--- config.mk ---
export PLATFORM = sky130hd
export DESIGN_NAME = nf10_axis_downsizer_flat
export DESIGN_NICKNAME = d
export VERILOG_FILES = /design/src/rtl/nf10_axis_downsizer_pkg.sv /design/src/rtl/nf10_axis_downsizer_if.sv /design/src/rtl/nf10_axis_last_lane_finder.sv /design/src/rtl/nf10_axis_downsizer.sv /design/src/flat_wrapper.sv
export SDC_FILE = /design/constraint.sdc
export NUM_CORES = 1
export LEC_CHECK = 0
export BUFFER_PORTS_ARGS = -buffer_cell sky130_fd_sc_hd__buf_2
export CAP_MARGIN = 15
export CORE_AREA = 3 3 239 241
export CTS_CLUSTER_DIAMETER = 80
export DETAILED_ROUTE_END_ITERATION = 6
export DIE_AREA = 0 0 242 244
export GPL_TIMING_DRIVEN = 0
export PLACE_DENSITY = 0.75
export SYNTH_ARGS = -nofsm -noshare
export SYNTH_HDL_FRONTEND = slang
export SYNTH_SLANG_ARGS = --single-unit
--- constraint.sdc ---
create_clock -name axi_aclk -period 5 [get_ports axi_aclk]
set_input_delay 0.5 -clock axi_aclk [delete_from_list [all_inputs] [get_ports axi_aclk]]
set_output_delay 0.5 -clock axi_aclk [all_outputs]
set_load 0.1 [all_outputs]
--- src/rtl/nf10_axis_downsizer_pkg.sv ---
// nf10_axis_pkg
//   Shared constants and types for the 256->64 AXI4-Stream width down-converter.
//   Widths here are the default build; the modules re-derive lane counts from
//   their own parameters so the package values only seed defaults.
//   tuser layout (valid on the first beat of a packet):
//     [15:0]  packet length in bytes
//     [23:16] source port
//     [31:24] destination port
package nf10_axis_pkg;

    localparam int S_DATA_W = 256;
    localparam int M_DATA_W = 64;
    localparam int TUSER_W  = 128;

    localparam int RATIO    = S_DATA_W / M_DATA_W;
    localparam int LANE_W   = $clog2(RATIO);
    localparam int STRB_M   = M_DATA_W / 8;
    localparam int STRB_S   = S_DATA_W / 8;

    localparam int TUSER_LEN_LO = 0;
    localparam int TUSER_LEN_HI = 15;
    localparam int TUSER_SRC_LO = 16;
    localparam int TUSER_SRC_HI = 23;
    localparam int TUSER_DST_LO = 24;
    localparam int TUSER_DST_HI = 31;

    // EMPTY: nothing held. SEND: one slave beat held, emitting lane cnt.
    typedef enum logic [0:0] {
        EMPTY = 1'b0,
        SEND  = 1'b1
    } state_t;

endpackage

--- src/rtl/nf10_axis_downsizer_if.sv ---
// nf10_axis_downsizer_if
//   One AXI4-Stream link. Instantiated once per side with the width of that side.
//   Signals: tdata, tstrb (one bit per byte), tuser, tvalid, tready, tlast.
//   Modports:
//     master - drives tdata/tstrb/tuser/tvalid/tlast, receives tready
//     slave  - receives tdata/tstrb/tuser/tvalid/tlast, drives tready
interface nf10_axis_downsizer_if
    import nf10_axis_pkg::*;
#(
    parameter int DATA_W = M_DATA_W,
    parameter int USER_W = TUSER_W
);

    logic [DATA_W-1:0]   tdata;
    logic [DATA_W/8-1:0] tstrb;
    logic [USER_W-1:0]   tuser;
    logic                tvalid;
    logic                tready;
    logic                tlast;

    modport master (
        output tdata, tstrb, tuser, tvalid, tlast,
        input  tready
    );

    modport slave (
        input  tdata, tstrb, tuser, tvalid, tlast,
        output tready
    );

endinterface

--- src/rtl/nf10_axis_last_lane_finder.sv ---
// nf10_axis_last_lane_finder
//   Combinational priority encoder: returns the index of the highest master
//   lane whose strobe group has any bit set. An all-zero strobe maps to lane 0
//   so a strobe-less last beat still produces exactly one master beat.
//   Ports:
//     strb      in  STRB_W  slave byte strobes
//     last_lane out OUT_W   highest lane with a nonzero strobe group
module nf10_axis_last_lane_finder
    import nf10_axis_pkg::*;
#(
    parameter int STRB_W  = STRB_S,
    parameter int GROUP_W = STRB_M,
    parameter int OUT_W   = LANE_W
) (
    input  logic [STRB_W-1:0] strb,
    output logic [OUT_W-1:0]  last_lane
);

    localparam int N_GROUPS = STRB_W / GROUP_W;

    // Ascending scan: the last matching group wins, giving the highest lane.
    always_comb begin
        last_lane = '0;
        for (int i = 0; i < N_GROUPS; i++) begin
            if (|strb[i*GROUP_W +: GROUP_W]) begin
                last_lane = i[OUT_W-1:0];
            end
        end
    end

endmodule

--- src/rtl/nf10_axis_downsizer.sv ---
// nf10_axis_downsizer
//   AXI4-Stream width down-converter. Each slave beat is held and replayed as
//   up to C_S/C_M master beats, lane 0 (lowest bits) first. Non-last slave
//   beats always emit every lane; a last beat stops at the highest lane with a
//   nonzero strobe group. A new slave beat is accepted in the same cycle the
//   final lane of the held beat is taken, so the master side never bubbles.
//   Ports:
//     axi_aclk    in  clock, rising edge
//     axi_resetn  in  synchronous active-low reset
//     s_axis      slave modport, C_S_AXIS_DATA_WIDTH wide
//     m_axis      master modport, C_M_AXIS_DATA_WIDTH wide
//   Build option:
//     NF10_DOWNSIZER_TUSER_HOLD_EN defined   -> every master beat of a packet
//                                               carries the packet's tuser
//     NF10_DOWNSIZER_TUSER_HOLD_EN undefined -> only the first master beat of a
//                                               packet carries tuser, others 0
module nf10_axis_downsizer
    import nf10_axis_pkg::*;
#(
    parameter int C_S_AXIS_DATA_WIDTH  = S_DATA_W,
    parameter int C_M_AXIS_DATA_WIDTH  = M_DATA_W,
    parameter int C_S_AXIS_TUSER_WIDTH = TUSER_W,
    parameter int C_M_AXIS_TUSER_WIDTH = TUSER_W
) (
    input  logic                  axi_aclk,
    input  logic                  axi_resetn,
    nf10_axis_downsizer_if.slave  s_axis,
    nf10_axis_downsizer_if.master m_axis
);

    localparam int N_LANES = C_S_AXIS_DATA_WIDTH / C_M_AXIS_DATA_WIDTH;
    localparam int CNT_W   = $clog2(N_LANES);
    localparam int SB      = C_S_AXIS_DATA_WIDTH / 8;
    localparam int MB      = C_M_AXIS_DATA_WIDTH / 8;

    state_t                          state_q, state_d;
    logic [CNT_W-1:0]                cnt_q, cnt_d;
    logic [CNT_W-1:0]                last_lane_q, last_lane_d;
    logic                            first_q, first_d;
    logic [C_S_AXIS_DATA_WIDTH-1:0]  data_q, data_d;
    logic [SB-1:0]                   strb_q, strb_d;
    logic                            tlast_q, tlast_d;
    logic [C_S_AXIS_TUSER_WIDTH-1:0] pkt_user_q, pkt_user_d;

    logic [C_M_AXIS_DATA_WIDTH-1:0]  m_data_q, m_data_d;
    logic [MB-1:0]                   m_strb_q, m_strb_d;
    logic [C_M_AXIS_TUSER_WIDTH-1:0] m_user_q, m_user_d;
    logic                            m_valid_q, m_valid_d;
    logic                            m_last_q, m_last_d;

    logic [CNT_W-1:0] found_lane;
    logic [CNT_W-1:0] new_last_lane;
    logic             m_hs;
    logic             s_hs;
    logic             beat_done;
    logic             s_ready;

    nf10_axis_last_lane_finder #(
        .STRB_W  (SB),
        .GROUP_W (MB),
        .OUT_W   (CNT_W)
    ) u_finder (
        .strb      (s_axis.tstrb),
        .last_lane (found_lane)
    );

    // Only the packet's final beat may be trimmed; middle beats send every lane.
    assign new_last_lane = s_axis.tlast ? found_lane : CNT_W'(N_LANES - 1);

    assign m_hs      = m_valid_q & m_axis.tready;
    assign beat_done = (state_q == SEND) & (cnt_q == last_lane_q) & m_axis.tready;
    assign s_ready   = (state_q == EMPTY) | beat_done;
    assign s_hs      = s_axis.tvalid & s_ready;

    // Next-state and next-output computation. Master outputs are registered, so
    // the lane that will be presented next is selected here from either the
    // incoming slave beat (on capture) or the held beat (on lane advance).
    always_comb begin
        state_d     = state_q;
        cnt_d       = cnt_q;
        last_lane_d = last_lane_q;
        first_d     = first_q;
        data_d      = data_q;
        strb_d      = strb_q;
        tlast_d     = tlast_q;
        pkt_user_d  = pkt_user_q;
        m_data_d    = m_data_q;
        m_strb_d    = m_strb_q;
        m_user_d    = m_user_q;
        m_valid_d   = m_valid_q;
        m_last_d    = m_last_q;

        // The beat after a taken tlast starts a new packet.
        if (m_hs) begin
            first_d = m_last_q;
        end

        if (s_hs) begin
            state_d     = SEND;
            cnt_d       = '0;
            last_lane_d = new_last_lane;
            data_d      = s_axis.tdata;
            strb_d      = s_axis.tstrb;
            tlast_d     = s_axis.tlast;
            if (first_d) begin
                pkt_user_d = s_axis.tuser;
            end
            m_data_d  = s_axis.tdata[C_M_AXIS_DATA_WIDTH-1:0];
            m_strb_d  = s_axis.tstrb[MB-1:0];
            m_valid_d = 1'b1;
            m_last_d  = s_axis.tlast & (new_last_lane == '0);
        end else if (m_hs) begin
            if (cnt_q == last_lane_q) begin
                state_d   = EMPTY;
                m_valid_d = 1'b0;
                m_last_d  = 1'b0;
            end else begin
                cnt_d    = cnt_q + 1'b1;
                m_data_d = data_q[int'(cnt_d)*C_M_AXIS_DATA_WIDTH +: C_M_AXIS_DATA_WIDTH];
                m_strb_d = strb_q[int'(cnt_d)*MB +: MB];
                m_last_d = tlast_q & (cnt_d == last_lane_q);
            end
        end

        if (s_hs || (m_hs && (cnt_q != last_lane_q))) begin
`ifdef NF10_DOWNSIZER_TUSER_HOLD_EN
            m_user_d = pkt_user_d;
`else
            m_user_d = first_d ? pkt_user_d : '0;
`endif
        end
    end

    // All state and registered outputs. Reset abandons any held beat outright.
    always_ff @(posedge axi_aclk) begin
        if (!axi_resetn) begin
            state_q     <= EMPTY;
            cnt_q       <= '0;
            last_lane_q <= '0;
            first_q     <= 1'b1;
            data_q      <= '0;
            strb_q      <= '0;
            tlast_q     <= 1'b0;
            pkt_user_q  <= '0;
            m_data_q    <= '0;
            m_strb_q    <= '0;
            m_user_q    <= '0;
            m_valid_q   <= 1'b0;
            m_last_q    <= 1'b0;
        end else begin
            state_q     <= state_d;
            cnt_q       <= cnt_d;
            last_lane_q <= last_lane_d;
            first_q     <= first_d;
            data_q      <= data_d;
            strb_q      <= strb_d;
            tlast_q     <= tlast_d;
            pkt_user_q  <= pkt_user_d;
            m_data_q    <= m_data_d;
            m_strb_q    <= m_strb_d;
            m_user_q    <= m_user_d;
            m_valid_q   <= m_valid_d;
            m_last_q    <= m_last_d;
        end
    end

    assign s_axis.tready = s_ready;
    assign m_axis.tdata  = m_data_q;
    assign m_axis.tstrb  = m_strb_q;
    assign m_axis.tuser  = m_user_q;
    assign m_axis.tvalid = m_valid_q;
    assign m_axis.tlast  = m_last_q;

endmodule

--- src/flat_wrapper.sv ---
// flat-port wrapper written by rule: the top's interface ports become plain ports
module nf10_axis_downsizer_flat import nf10_axis_pkg::*;
#(
    parameter int C_S_AXIS_DATA_WIDTH  = S_DATA_W,
    parameter int C_M_AXIS_DATA_WIDTH  = M_DATA_W,
    parameter int C_S_AXIS_TUSER_WIDTH = TUSER_W,
    parameter int C_M_AXIS_TUSER_WIDTH = TUSER_W
)
  (axi_aclk, axi_resetn, s_axis_tdata, s_axis_tstrb, s_axis_tuser, s_axis_tvalid, s_axis_tlast, s_axis_tready, m_axis_tdata, m_axis_tstrb, m_axis_tuser, m_axis_tvalid, m_axis_tlast, m_axis_tready);
  nf10_axis_downsizer_if #(.DATA_W(256), .USER_W(128)) s_axis_i ();
  nf10_axis_downsizer_if #(.DATA_W(64), .USER_W(128)) m_axis_i ();
  input  logic axi_aclk;
  input  logic axi_resetn;
  input wire logic [$bits(s_axis_i.tdata)-1:0] s_axis_tdata;
  input wire logic [$bits(s_axis_i.tstrb)-1:0] s_axis_tstrb;
  input wire logic [$bits(s_axis_i.tuser)-1:0] s_axis_tuser;
  input wire logic [$bits(s_axis_i.tvalid)-1:0] s_axis_tvalid;
  input wire logic [$bits(s_axis_i.tlast)-1:0] s_axis_tlast;
  output wire logic [$bits(s_axis_i.tready)-1:0] s_axis_tready;
  output wire logic [$bits(m_axis_i.tdata)-1:0] m_axis_tdata;
  output wire logic [$bits(m_axis_i.tstrb)-1:0] m_axis_tstrb;
  output wire logic [$bits(m_axis_i.tuser)-1:0] m_axis_tuser;
  output wire logic [$bits(m_axis_i.tvalid)-1:0] m_axis_tvalid;
  output wire logic [$bits(m_axis_i.tlast)-1:0] m_axis_tlast;
  input wire logic [$bits(m_axis_i.tready)-1:0] m_axis_tready;
  assign s_axis_i.tdata = s_axis_tdata;
  assign s_axis_i.tstrb = s_axis_tstrb;
  assign s_axis_i.tuser = s_axis_tuser;
  assign s_axis_i.tvalid = s_axis_tvalid;
  assign s_axis_i.tlast = s_axis_tlast;
  assign s_axis_tready = s_axis_i.tready;
  assign m_axis_tdata = m_axis_i.tdata;
  assign m_axis_tstrb = m_axis_i.tstrb;
  assign m_axis_tuser = m_axis_i.tuser;
  assign m_axis_tvalid = m_axis_i.tvalid;
  assign m_axis_tlast = m_axis_i.tlast;
  assign m_axis_i.tready = m_axis_tready;
  nf10_axis_downsizer #(.C_S_AXIS_DATA_WIDTH(C_S_AXIS_DATA_WIDTH), .C_M_AXIS_DATA_WIDTH(C_M_AXIS_DATA_WIDTH), .C_S_AXIS_TUSER_WIDTH(C_S_AXIS_TUSER_WIDTH), .C_M_AXIS_TUSER_WIDTH(C_M_AXIS_TUSER_WIDTH)) u_core (.axi_aclk(axi_aclk), .axi_resetn(axi_resetn), .s_axis(s_axis_i), .m_axis(m_axis_i));
endmodule
==> results of run 1 <==
state kept, by name, indices dropped and copies added (netlist names):
register             flops
u_core.m_axis.tlast      1
u_core.state_q           1
u_core.m_axis.tuser    128
u_core.m_axis.tstrb      8
u_core.data_q          256
u_core.last_lane_q       2
u_core.m_axis.tdata     64
u_core.strb_q           32
u_core.cnt_q             2
u_core.pkt_user_q      128
u_core.first_q           1
u_core.tlast_q           1
power groups by stage:
stage               combinational [uW]  sequential, uW  clock [uW]
floorplan                         1010            6520           0
global placement                  2650            5630           0
finish                            2690            5550        5020
CTS                               2680            5540        5090
global route                      2850            5580        5280
detailed placement                2670            5650           0
cells by family after synthesis:
group | count (synthesis) | synth area share (%)
simple gates | 1064 | 16.3
mux | 329 | 15.7
compound gates | 648 | 16.8
xor+xnor | 6 | 0.225
buf+inv | 252 | 4.28
flops | 624 | 46.7
worst min-delay path, delay by kind of cell:
| family | cells | cell delay [ns] |
|---|---|---|
| simple gates | 1 | 0.05 |
| buf+inv | 1 | 0.10 |
| compound gates | 1 | 0.05 |
Yosys cell counts, types with 29 or more instances:
master / n
a21boi_0: 273
dfxtp_1: 624
mux2i_1: 257
nand2_1: 913
mux4_2: 72
and2_1: 130
buf_2: 72
a21oi_1: 142
o2bb2ai_1: 128
clkbuf_1: 138
o21ai_0: 73
buf_4: 29
cell type report:
class	count	area [um2]	share of cell area (%)
clock inverters	26	297	0.896
flip-flops and latches	624	12500	37.7
well taps	748	936	2.83
inverters	2	7.51	0.0227
plain buffers	250	1140	3.44
repair buffers	623	3120	9.42
clock buffers	91	1900	5.74
diodes	40	100	0.302
multi-input cells	2047	13100	39.6
path summary, 6_finish.rpt:
check	cells after the start	start	slack, ns	endpoint
worst max register to register	6	u_core.cnt_q[0]$_SDFFE_PP0P_	2.52	u_core.m_axis.tdata[16]$_SDFFE_PN0P_
worst max-delay path	6	u_core.cnt_q[0]$_SDFFE_PP0P_	2.27	s_axis_tready
worst min register to register	2	u_core.pkt_user_q[85]$_SDFF_PN0_	0.46	u_core.pkt_user_q[85]$_SDFF_PN0_
worst min-delay path	3	s_axis_tdata[125]	0.13	u_core.data_q[125]$_SDFFE_PN0N_
metrics by stage:
step	utilization [%]	hold slack, ns
after floorplan	-	0.429
after global placement	55.9	0.441
after detailed placement	55.9	0.441
after CTS	59.9	0.0983
after global routing	60.1	0.117
final	60.1	0.134
metal layers:
layer | track usage, % | share of wire, % | wire length, um | vias up
met2 | 50.0 | 46 | 43400 | 961
met4 | 13.7 | 4.4 | 4130 | 18
li1 | - | - | - | 11400
met5 | 0 | 0.12 | 108 | -
met3 | 7.53 | 8.2 | 7730 | 241
met1 | 38.7 | 41 | 38300 | 11600
==> results.md, run 1 <==
- Status: finished with violations
- Violated checks: DRC
- Cell variety after synth: 37
- Fmax: 0.367 GHz
- Remaining global-route overflow: 0
- Crit share post-route: a little over half
- Ports: 624
- Final wirelength: between 90 and 100 mm
- Max Cap Viol: 0
- Total internal power: around 9000 uW
- Setup violators final: 0
- Area delta synth->final: 23.8%
- Cell Count, Final, Fillers Out: roughly 4.5k
- Net count, final: between 4k and 5k
- CTS root buf: clkbuf_16
- Synth Warn #: 0
- Worst clock skew: about 0.016 ns
- NetSw: between 4000 and 5000 uW
- Placed cell count: 4294
- H-tree depth: 3
- Synth async-reset ratio: 0%
- Final TNS setup: 0 ns
- Critical path fanouts, max: 6
- Buffers on Ports: slightly above 600
- Worst EP required: 4.50 ns
- Mapped Area: around 0.027 mm2
- Worst-Skew Late Latency: roughly 0.60 ns
- Setup CP Type: flip-flop to output port
- Max incr delay on CP: around 0.36 ns
- Vias in the first global route: around 24k
- Worst-case clock buffer depth: 3
- Num CTS Buffers: 68
- Final ANT Viol Nets: 0
- Starting DRT DRC Count: approximately 1.7k
- Clock network fraction of design power: between 30% and 40%
- Routed vias/inst: 5.44
- Yosys reg bits: approximately 620
- Final instance area: approximately 0.033 mm2
- Logic pwr share: just over 20%
- RSZ-0062 raised after global routing: false
- Seq pwr share: between 40% and 50%
- Worst path buffer plus inverter count: 3
- Resized Gates After CTS: 0
- Clk pin slew, worst setup/hold paths: roughly 0.060 ns
- TritonCTS clock tree: yes
- CTS Sinks: 624
- Syn Nets: 3344
- Fillers: a little over 5k
- Setup WS pre-CTS: ~2 ns
- Slowest cell on the critical path: xor2_1
- DIE AREA: around 0.06 mm2
- Initial antenna violation count: 48
- GPL Wtd Cong: between 0.9 and 1
- Final Power: between 10000 and 15000 uW
- Initial core utilization: around half
- Critical-path cell list: buf_2 > xor2_1 > nor2_1 > a21boi_0 > inv_1 > buf_2
- Worst Hold Class: input port to flip-flop
- Post-DP HPWL: 70.8 mm
- Layout cell share with drive strength beyond 1: 24.7%
- Post-synth top area share: roughly 47%
- Sw frac: between 30 and 40%
- Syn_area_per_cell: around 9.2 um2
- Placed cell area: around 0.03 mm2
- Rows: 86
- Slew Limit Fails: 0
- VDD IR-drop max: about 0.25 mV
- Number of flops mapped to enable cells by yosys: 0
- Most common cell after layout, fill and taps aside: nand2_1
- Synth top area cells: dfxtp_1 (47%), nand2_1 (13%), mux2i_1 (9.6%)
- Pre-antenna DRT Iters: 7
- Slew HR: a little under a quarter
- Synth Instances: between 2k and 3k
- Critical Path End Type: output port
- Post-route setup slack: roughly 2.3 ns
- First-pass GRT wire length: between 100 and 150 mm
- Total Routing Usage GR: between 30% and 40%
- Hold Vio Cnt, Final: 0
- DRC viols: 11
- Post-cts hold buffer count: 0
- Primary FF master, synth: dfxtp_1
- Die Wd: between 200 and 250 um
- Most used cell, CP: buf_2
- Yosys top cell by area: dfxtp_1
- Pleak: about 0.014 uW
- Most frequent cells in the layout: nand2_1 (913), buf_2 (695), dfxtp_1 (624)
- Core Region: between 0.05 and 0.06 mm2
- Drt wl/cell: ~21 um
- Largest net degree at the start of global routing: 15
- Post CTS Setup Buffer Count: 0
- P per Cell Area: ~400 mW/mm2
- Minimum clock period: roughly 2.7 ns
- Startpoint types: flip-flop
- Worst-margin pin slew: about 1.2 ns
- Vias: around 24k
- Seq/Total Area, Yosys: between 40% and 50%
- Die height: between 200 and 250 um
- Crit-path leading delay family: buffers and inverters
- WP data arrival: approximately 2.2 ns
Note: power is estimated with default switching activity, not from simulation.
==> run 2, diff against run 1 <==
CORE_AREA = 3 3 245 247   (was 3 3 239 241)
DIE_AREA = 0 0 248 250   (was 0 0 242 244)
PLACE_DENSITY = 0.74   (was 0.75)
clock period = 2.2 ns   (was 5 ns; I/O delays follow)
==> results.md, run 2 (synthesized netlist as in run 1, its figures left out) <==
- Status: complete, no violations (was finished with violations)
- Net count, final: 4456 (was 4037)
- Minimum clock period: approximately 2.2 ns
- CTS Sinks: 624 (unchanged)
- Ports: 624 (unchanged)
- Crit path capture: u_core.data_q[168]$_SDFFE_PN0N_ (was s_axis_tready)
- Reg with most FFs: u_core.data_q (unchanged)
- CTS root buf: clkbuf_16 (unchanged)
- Vias in the first global route: 27.1k (was 23.9k)
- Hold Vio Cnt, Final: 0 (unchanged)
- Final wirelength: 106 mm (was 93.8 mm)
- Num CTS Buffers: 68 (unchanged)
- Clk pin slew, worst setup/hold paths: 0.06 ns (about the same)
- Starting DRT DRC Count: 2192 (was 1676)
- Initial antenna violation count: 33 (was 48)
- Most common cell after layout, fill and taps aside: nand2_1 (unchanged)
- Largest net degree at the start of global routing: 14 (was 15)
- Final ANT Viol Nets: 0 (unchanged)
- WP data arrival: 2.69 ns (was 2.23 ns)
- Startpoint types: flip-flop (unchanged)
- Flop2flop setup slack: 0.006 ns (was 2.52 ns)
- Worst EP required: 2.69 ns (was 4.50 ns)
- Post-DP HPWL: 71.7 mm (was 70.8 mm)
- Worst-Skew Late Latency: 0.61 ns (was 0.60 ns)
- Layout cell share with drive strength beyond 1: 23.3% (was 24.7%)
- Pleak: 0.0163 uW (was 0.0144 uW)
- Launching point of the worst reg2reg path: u_core.cnt_q[1]$_SDFFE_PP0P_ (was u_core.cnt_q[0]$_SDFFE_PP0P_)
- Worst clock skew: 0.0203 ns (was 0.0164 ns)
- Initial core utilization: 46.3% (was 48.6%)
- P per Cell Area: 829 mW/mm2 (was 401 mW/mm2)
- Worst-margin pin slew: 0.951 ns (was 1.16 ns)
- TritonCTS clock tree: yes (unchanged)
- Total Routing Usage GR: 33.1% (was 30.7%)
- Most frequent cells in the layout: nand2_1 (913), buf_2 (682), dfxtp_1 (622) (was nand2_1 (913), buf_2 (695), dfxtp_1 (624))
- Fmax: between 0.4 and 0.5 GHz
- Critical Path End Type: flip-flop (was output port)
- VDD IR-drop max: 0.640 mV (was 0.250 mV)
- Slew Limit Fails: 0 (unchanged)
- Final instance area: 0.0375 mm2 (was 0.0331 mm2)
- Routed vias/inst: 5.54 (was 5.44)
- Max Cap Viol: 0 (unchanged)
- Setup crit start: u_core.cnt_q[1]$_SDFFE_PP0P_ (was u_core.cnt_q[0]$_SDFFE_PP0P_)
- DRC viols: 0 (was 11)
- Worst Reg-to-Reg Cells: 6 (unchanged)
- Critical path fanouts, max: 10 (was 6)
- Crit share post-route: between 90% and 100%
- Cell Count, Final, Fillers Out: 4884 (was 4451)
- Placed cell area: 0.0308 mm2 (about the same)
- Max reg flops: 256 (unchanged)
- H-tree depth: 3 (unchanged)
- Setup CP Type: flip-flop to flip-flop (was flip-flop to output port)
- Buffers on Ports: 623 (unchanged)
- First-pass GRT wire length: 159 mm (was 141 mm)
- Core Region: 0.0578 mm2 (was 0.0551 mm2)
- Final Hold Slack: 0.0389 ns (was 0.134 ns)
- R2R Path End: u_core.data_q[168]$_SDFFE_PN0N_ (was u_core.m_axis.tdata[16]$_SDFFE_PN0P_)
- Remaining global-route overflow: 0 (unchanged)
- Die height: 250 um (was 244 um)
- Slew HR: 36.6% (was 22.9%)
- Rows: 88 (was 86)
- Area delta synth->final: 40.2% (was 23.8%)
- Drt wl/cell: 21.7 um (was 21.1 um)
- Worst-case clock buffer depth: 3 (unchanged)
- Worst Hold Class: input port to flip-flop (unchanged)
- DIE AREA: 0.0620 mm2 (was 0.0590 mm2)
- Placed cell count: 4311 (was 4294)
- Die Wd: 248 um (was 242 um)
- Pre-antenna DRT Iters: 6 (was 7)
- Final TNS setup: 0 ns (unchanged)
- GPL Wtd Cong: 0.907 (was 0.902)
- Vias: 27.1k (was 24.2k)
- Setup violators final: 0 (unchanged)
run 2: cell types whose count changed in the layout (fill, tap and decap cells not counted), sizes merged:
cell,delta
bufinv,-3
inv,-2
clkinv,-3
diode,-7
dlygate4sd3,+417
buf,-15
clkbuf,+29
run 2: per-layer routing:
| metal | up-vias | global-route usage [%] | routed length, um |
|---|---|---|---|
| met5 | - | 0 | 42 |
| met4 | 8 | 18.9 | 6780 |
| met3 | 479 | 8.60 | 9710 |
| met2 | 1564 | 52.1 | 48300 |
| met1 | 12800 | 40.9 | 41300 |
| li1 | 12200 | - | - |
run 2: how the worst min path moves through the flow:
stage                                         start                                    to  slack (ns)  cells past startpoint
6_report                              m_axis_tready           u_core.state_q$_SDFFE_PN0P_        0.04                      3
5_1_grt                               m_axis_tready           u_core.state_q$_SDFFE_PN0P_        0.04                      3
4_1_cts                               m_axis_tready           u_core.state_q$_SDFFE_PN0P_        0.03                      3
3_5_place_dp   u_core.m_axis.tuser[27]$_SDFFE_PN0P_  u_core.m_axis.tuser[27]$_SDFFE_PN0P_        0.44                      1
3_3_place_gp   u_core.m_axis.tuser[86]$_SDFFE_PN0P_  u_core.m_axis.tuser[86]$_SDFFE_PN0P_        0.44                      1
2_1_floorplan                     s_axis_tdata[120]       u_core.data_q[120]$_SDFFE_PN0N_        0.35                      2
run 2: area by class of cell:
type                    count  area (um2)
multi-input cells        2047       13200
well taps                 765         957
diodes                     33        82.6
inverters                   2        7.51
clock buffers             103        2040
flip-flops and latches    624       12500
plain buffers             250        1240
fillers                  4451       20300
clock inverters            18         186
repair buffers           1042        7310
run 2: critical path: stages, from the launching register on:
cell	delay (ns)
dfxtp_1	0.36
xnor2_2	0.37
a31o_2	0.29
clkbuf_4	0.32
clkbuf_2	0.30
nand2_1	0.15
a21boi_0	0.30
run 2: timing repair:
action                     4_1_cts  5_1_grt
pin swaps                        2        2
hold buffers                   417        0
buffers inserted                 2        0
setup endpoints to repair      298      384
hold endpoints to repair       490        0
resized for setup               33       57
run 2: power by group:
| group | internal (uW) | total (uW) | switching (uW) |
|---|---|---|---|
| sequential | 12100 | 12600 | 475 |
| combinational | 2180 | 6940 | 4760 |
| clock | 6670 | 11500 | 4870 |
run 2: metrics by stage:
step,power (uW),setup slack [ns],util (%)
after floorplan,17100,0.0393,-
after global placement,18800,-0.676,53.3
after detailed placement,18900,-0.482,53.3
after CTS,31000,0.00363,64.6
after global routing,32000,-0.0596,64.8
final,31100,0.00564,64.9
==> run 3, diff against run 2 <==
BUFFER_PORTS_ARGS = default   (was -buffer_cell sky130_fd_sc_hd__buf_2)
CORE_AREA = 3 3 241 243   (was 3 3 245 247)
DIE_AREA = 0 0 244 246   (was 0 0 248 250)
DONT_BUFFER_PORTS = 1   (was default)
PLACE_DENSITY = default   (was 0.74)
==> results.md, run 3 (synthesized netlist as in run 1, its figures left out) <==
- P per Cell Area: 892 mW/mm2 (was 829 mW/mm2)
- Remaining global-route overflow: 0 (unchanged)
- Pre-antenna DRT Iters: 6 (unchanged)
- Final Power: 30900 uW (was 31100 uW)
- TritonCTS clock tree: yes (unchanged)
- Clk pin slew, worst setup/hold paths: 0.06 ns (about the same)
- Startpoint types: flip-flop (unchanged)
- Ports: 624 (unchanged)
- Max Cap Viol: 0 (unchanged)
- Core Region: 0.0562 mm2 (was 0.0578 mm2)
- Rows: 87 (was 88)
- Worst EP required: 2.65 ns (was 2.69 ns)
- Vias: 23.8k (was 27.1k)
- Hold path depth: 3 (unchanged)
- Crit share post-route: 100% (was 99.7%)
- Critical path fanouts, max: 10 (unchanged)
- Reg with most FFs: u_core.data_q (unchanged)
- WP data arrival: 2.66 ns (was 2.69 ns)
- Fmax: 0.453 GHz (was 0.456 GHz)
- CTS root buf: clkbuf_16 (unchanged)
- Post-DP HPWL: 70.6 mm (was 71.7 mm)
- Status: finished with violations (was complete, no violations)
- GPL Wtd Cong: 0.909 (was 0.907)
- Final wirelength: 98.1 mm (was 106 mm)
- Pleak: 0.0137 uW (was 0.0163 uW)
- Setup violators final: 1 (was 0)
- Fillers: 4774 (was 4451)
- Routed vias/inst: 5.59 (was 5.54)
- Num CTS Buffers: 70 (was 68)
- Final TNS setup: -0.00804 ns (was 0 ns)
- Buffers on Ports: 0 (was 623)
- Critical-path cell list: nor2b_1 > o21ai_0 > buf_2 > clkbuf_1 > o2bb2ai_1 (was xnor2_2 > a31o_2 > clkbuf_4 > clkbuf_2 > nand2_1 > a21boi_0)
- First-pass GRT wire length: 147 mm (was 159 mm)
- Worst Reg-to-Reg Cells: 5 (was 6)
- Launching point of the worst reg2reg path: u_core.state_q$_SDFFE_PN0P_ (was u_core.cnt_q[1]$_SDFFE_PP0P_)
- Most common cell after layout, fill and taps aside: nand2_1 (unchanged)
- CTS Sinks: 624 (unchanged)
- Post-layout util: 61.6% (was 64.9%)
- Slowest cell on the critical path: dfxtp_4 (was xnor2_2)
- Drt wl/cell: 23.1 um (was 21.7 um)
- Post-route setup slack: -0.00804 ns (was 0.00564 ns)
- Cell Count, Final, Fillers Out: 4253 (was 4884)
- Initial antenna violation count: 23 (was 33)
- Worst-Skew Late Latency: 0.61 ns (about the same)
- Critical Path End Type: flip-flop (unchanged)
- Placed cell count: 3680 (was 4311)
- Die height: 246 um (was 250 um)
- Largest net degree at the start of global routing: 20 (was 14)
- Max reg flops: 256 (unchanged)
- Flop2flop setup slack: -0.008 ns (was 0.006 ns)
- Hold Path End: u_core.m_axis.tlast$_SDFFE_PN0P_ (was u_core.state_q$_SDFFE_PN0P_)
- Setup crit start: u_core.state_q$_SDFFE_PN0P_ (was u_core.cnt_q[1]$_SDFFE_PP0P_)
- Violated checks: setup timing
- VDD IR-drop max: 0.685 mV (was 0.640 mV)
- Starting DRT DRC Count: 1446 (was 2192)
- Max incr delay on CP: 0.58 ns (was 0.37 ns)
- Hold Vio Cnt, Final: 0 (unchanged)
- Worst clock skew: 0.0213 ns (was 0.0203 ns)
- Slew HR: 18.4% (was 36.6%)
- R2R Path End: u_core.m_axis.tuser[104]$_SDFFE_PN0P_ (was u_core.data_q[168]$_SDFFE_PN0N_)
- Worst-margin pin slew: 1.22 ns (was 0.951 ns)
- Minimum clock period: 2.21 ns (was 2.19 ns)
- Worst-case clock buffer depth: 3 (unchanged)
- Vias in the first global route: 24.4k (was 27.1k)
- H-tree depth: 3 (unchanged)
- Total Routing Usage GR: 31.7% (was 33.1%)
- Final ANT Viol Nets: 0 (unchanged)
- Setup CP Type: flip-flop to flip-flop (unchanged)
- Slew Limit Fails: 0 (unchanged)
- Die Wd: 244 um (was 248 um)
- DIE AREA: 0.0600 mm2 (was 0.0620 mm2)
- Initial core utilization: 47.6% (was 46.3%)
- Layout cell share with drive strength beyond 1: 9.88% (was 23.3%)
- Worst Hold Class: input port to flip-flop (unchanged)
- Most frequent cells in the layout: nand2_1 (913), dfxtp_1 (619), dlygate4sd3_1 (418) (was nand2_1 (913), buf_2 (682), dfxtp_1 (622))
- Area delta synth->final: 29.3% (was 40.2%)
- Net count, final: 3839 (was 4456)
- DRC viols: 0 (unchanged)
- Hold Startpoint: s_axis_tlast (was m_axis_tready)
-- run 3: changes by cell type in the layout (fill, tap and decap cells not counted), sizes merged --
cell and delta:
diode -8, clkbuf -7, bufinv +1, dlygate4sd3 +1
clkinvlp -1, dlymetal6s2s +1, buf -609
-- run 3: critical path, delay by kind of cell, from the launching register on --
| family | cells | cell delay [ns] |
|---|---|---|
| buf+inv | 2 | 0.92 |
| flops | 1 | 0.58 |
| compound gates | 2 | 0.44 |
| simple gates | 1 | 0.11 |
-- run 3: where the power goes --
part / internal, uW / switching [uW] / leakage [uW] / total, uW
combinational: 1750 / 2220 / 0.00739 / 3970
sequential: 12100 / 2730 / 0.00513 / 14900
clock: 7190 / 4810 / 0.00118 / 12000
-- run 3: routing by layer --
metal	vias to the layer above	global-route usage, %	routed length (um)
li1	11000	-	-
met1	11600	39.4	40000
met2	974	52.8	46200
met3	259	8.46	8000
met4	2	12.4	3820
met5	-	0	13
-- run 3: cell type report --
type	instances	area, um2	area share [%]
Multi-Input combinational cell	2047	13200	38.2
Sequential cell	624	12500	36.2
Timing Repair Buffer	424	4250	12.3
Clock buffer	108	2180	6.30
Buffer	249	1230	3.57
Tap cell	756	946	2.74
Clock inverter	18	194	0.561
Antenna cell	25	62.6	0.181
Inverter	2	10.0	0.0289
-- run 3: how the worst max path moves through the flow --
stage / endpoint / slack, ns / cells after the start
2_1_floorplan: u_core.pkt_user_q[107]$_SDFF_PN0_ / 0.04 / 6
3_3_place_gp: u_core.m_axis.tdata[59]$_SDFFE_PN0P_ / -0.85 / 6
3_5_place_dp: u_core.m_axis.tdata[33]$_SDFFE_PN0P_ / -0.60 / 5
4_1_cts: u_core.data_q[253]$_SDFFE_PN0N_ / -0.02 / 8
5_1_grt: u_core.m_axis.tuser[104]$_SDFFE_PN0P_ / -0.07 / 5
6_report: u_core.m_axis.tuser[104]$_SDFFE_PN0P_ / -0.008 / 5
-- run 3: repair_timing --
item	in CTS	in global routing
endpoints found under the hold margin	622	0
hold buffers	418	0
pin swaps	0	2
resized for setup	42	52
setup buffers	4	1
endpoints found under the setup margin	578	564
-- run 3: stage by stage --
step	hold WS (ns)	instance area (um2)	setup WS, ns
detailed placement	0.365	27700	-0.598
global placement	0.359	27700	-0.854
floorplan	0.355	26800	0.0393
CTS	0.00479	34400	-0.0172
finish	0.0617	34600	-0.00804
global route	0.0270	34600	-0.0695
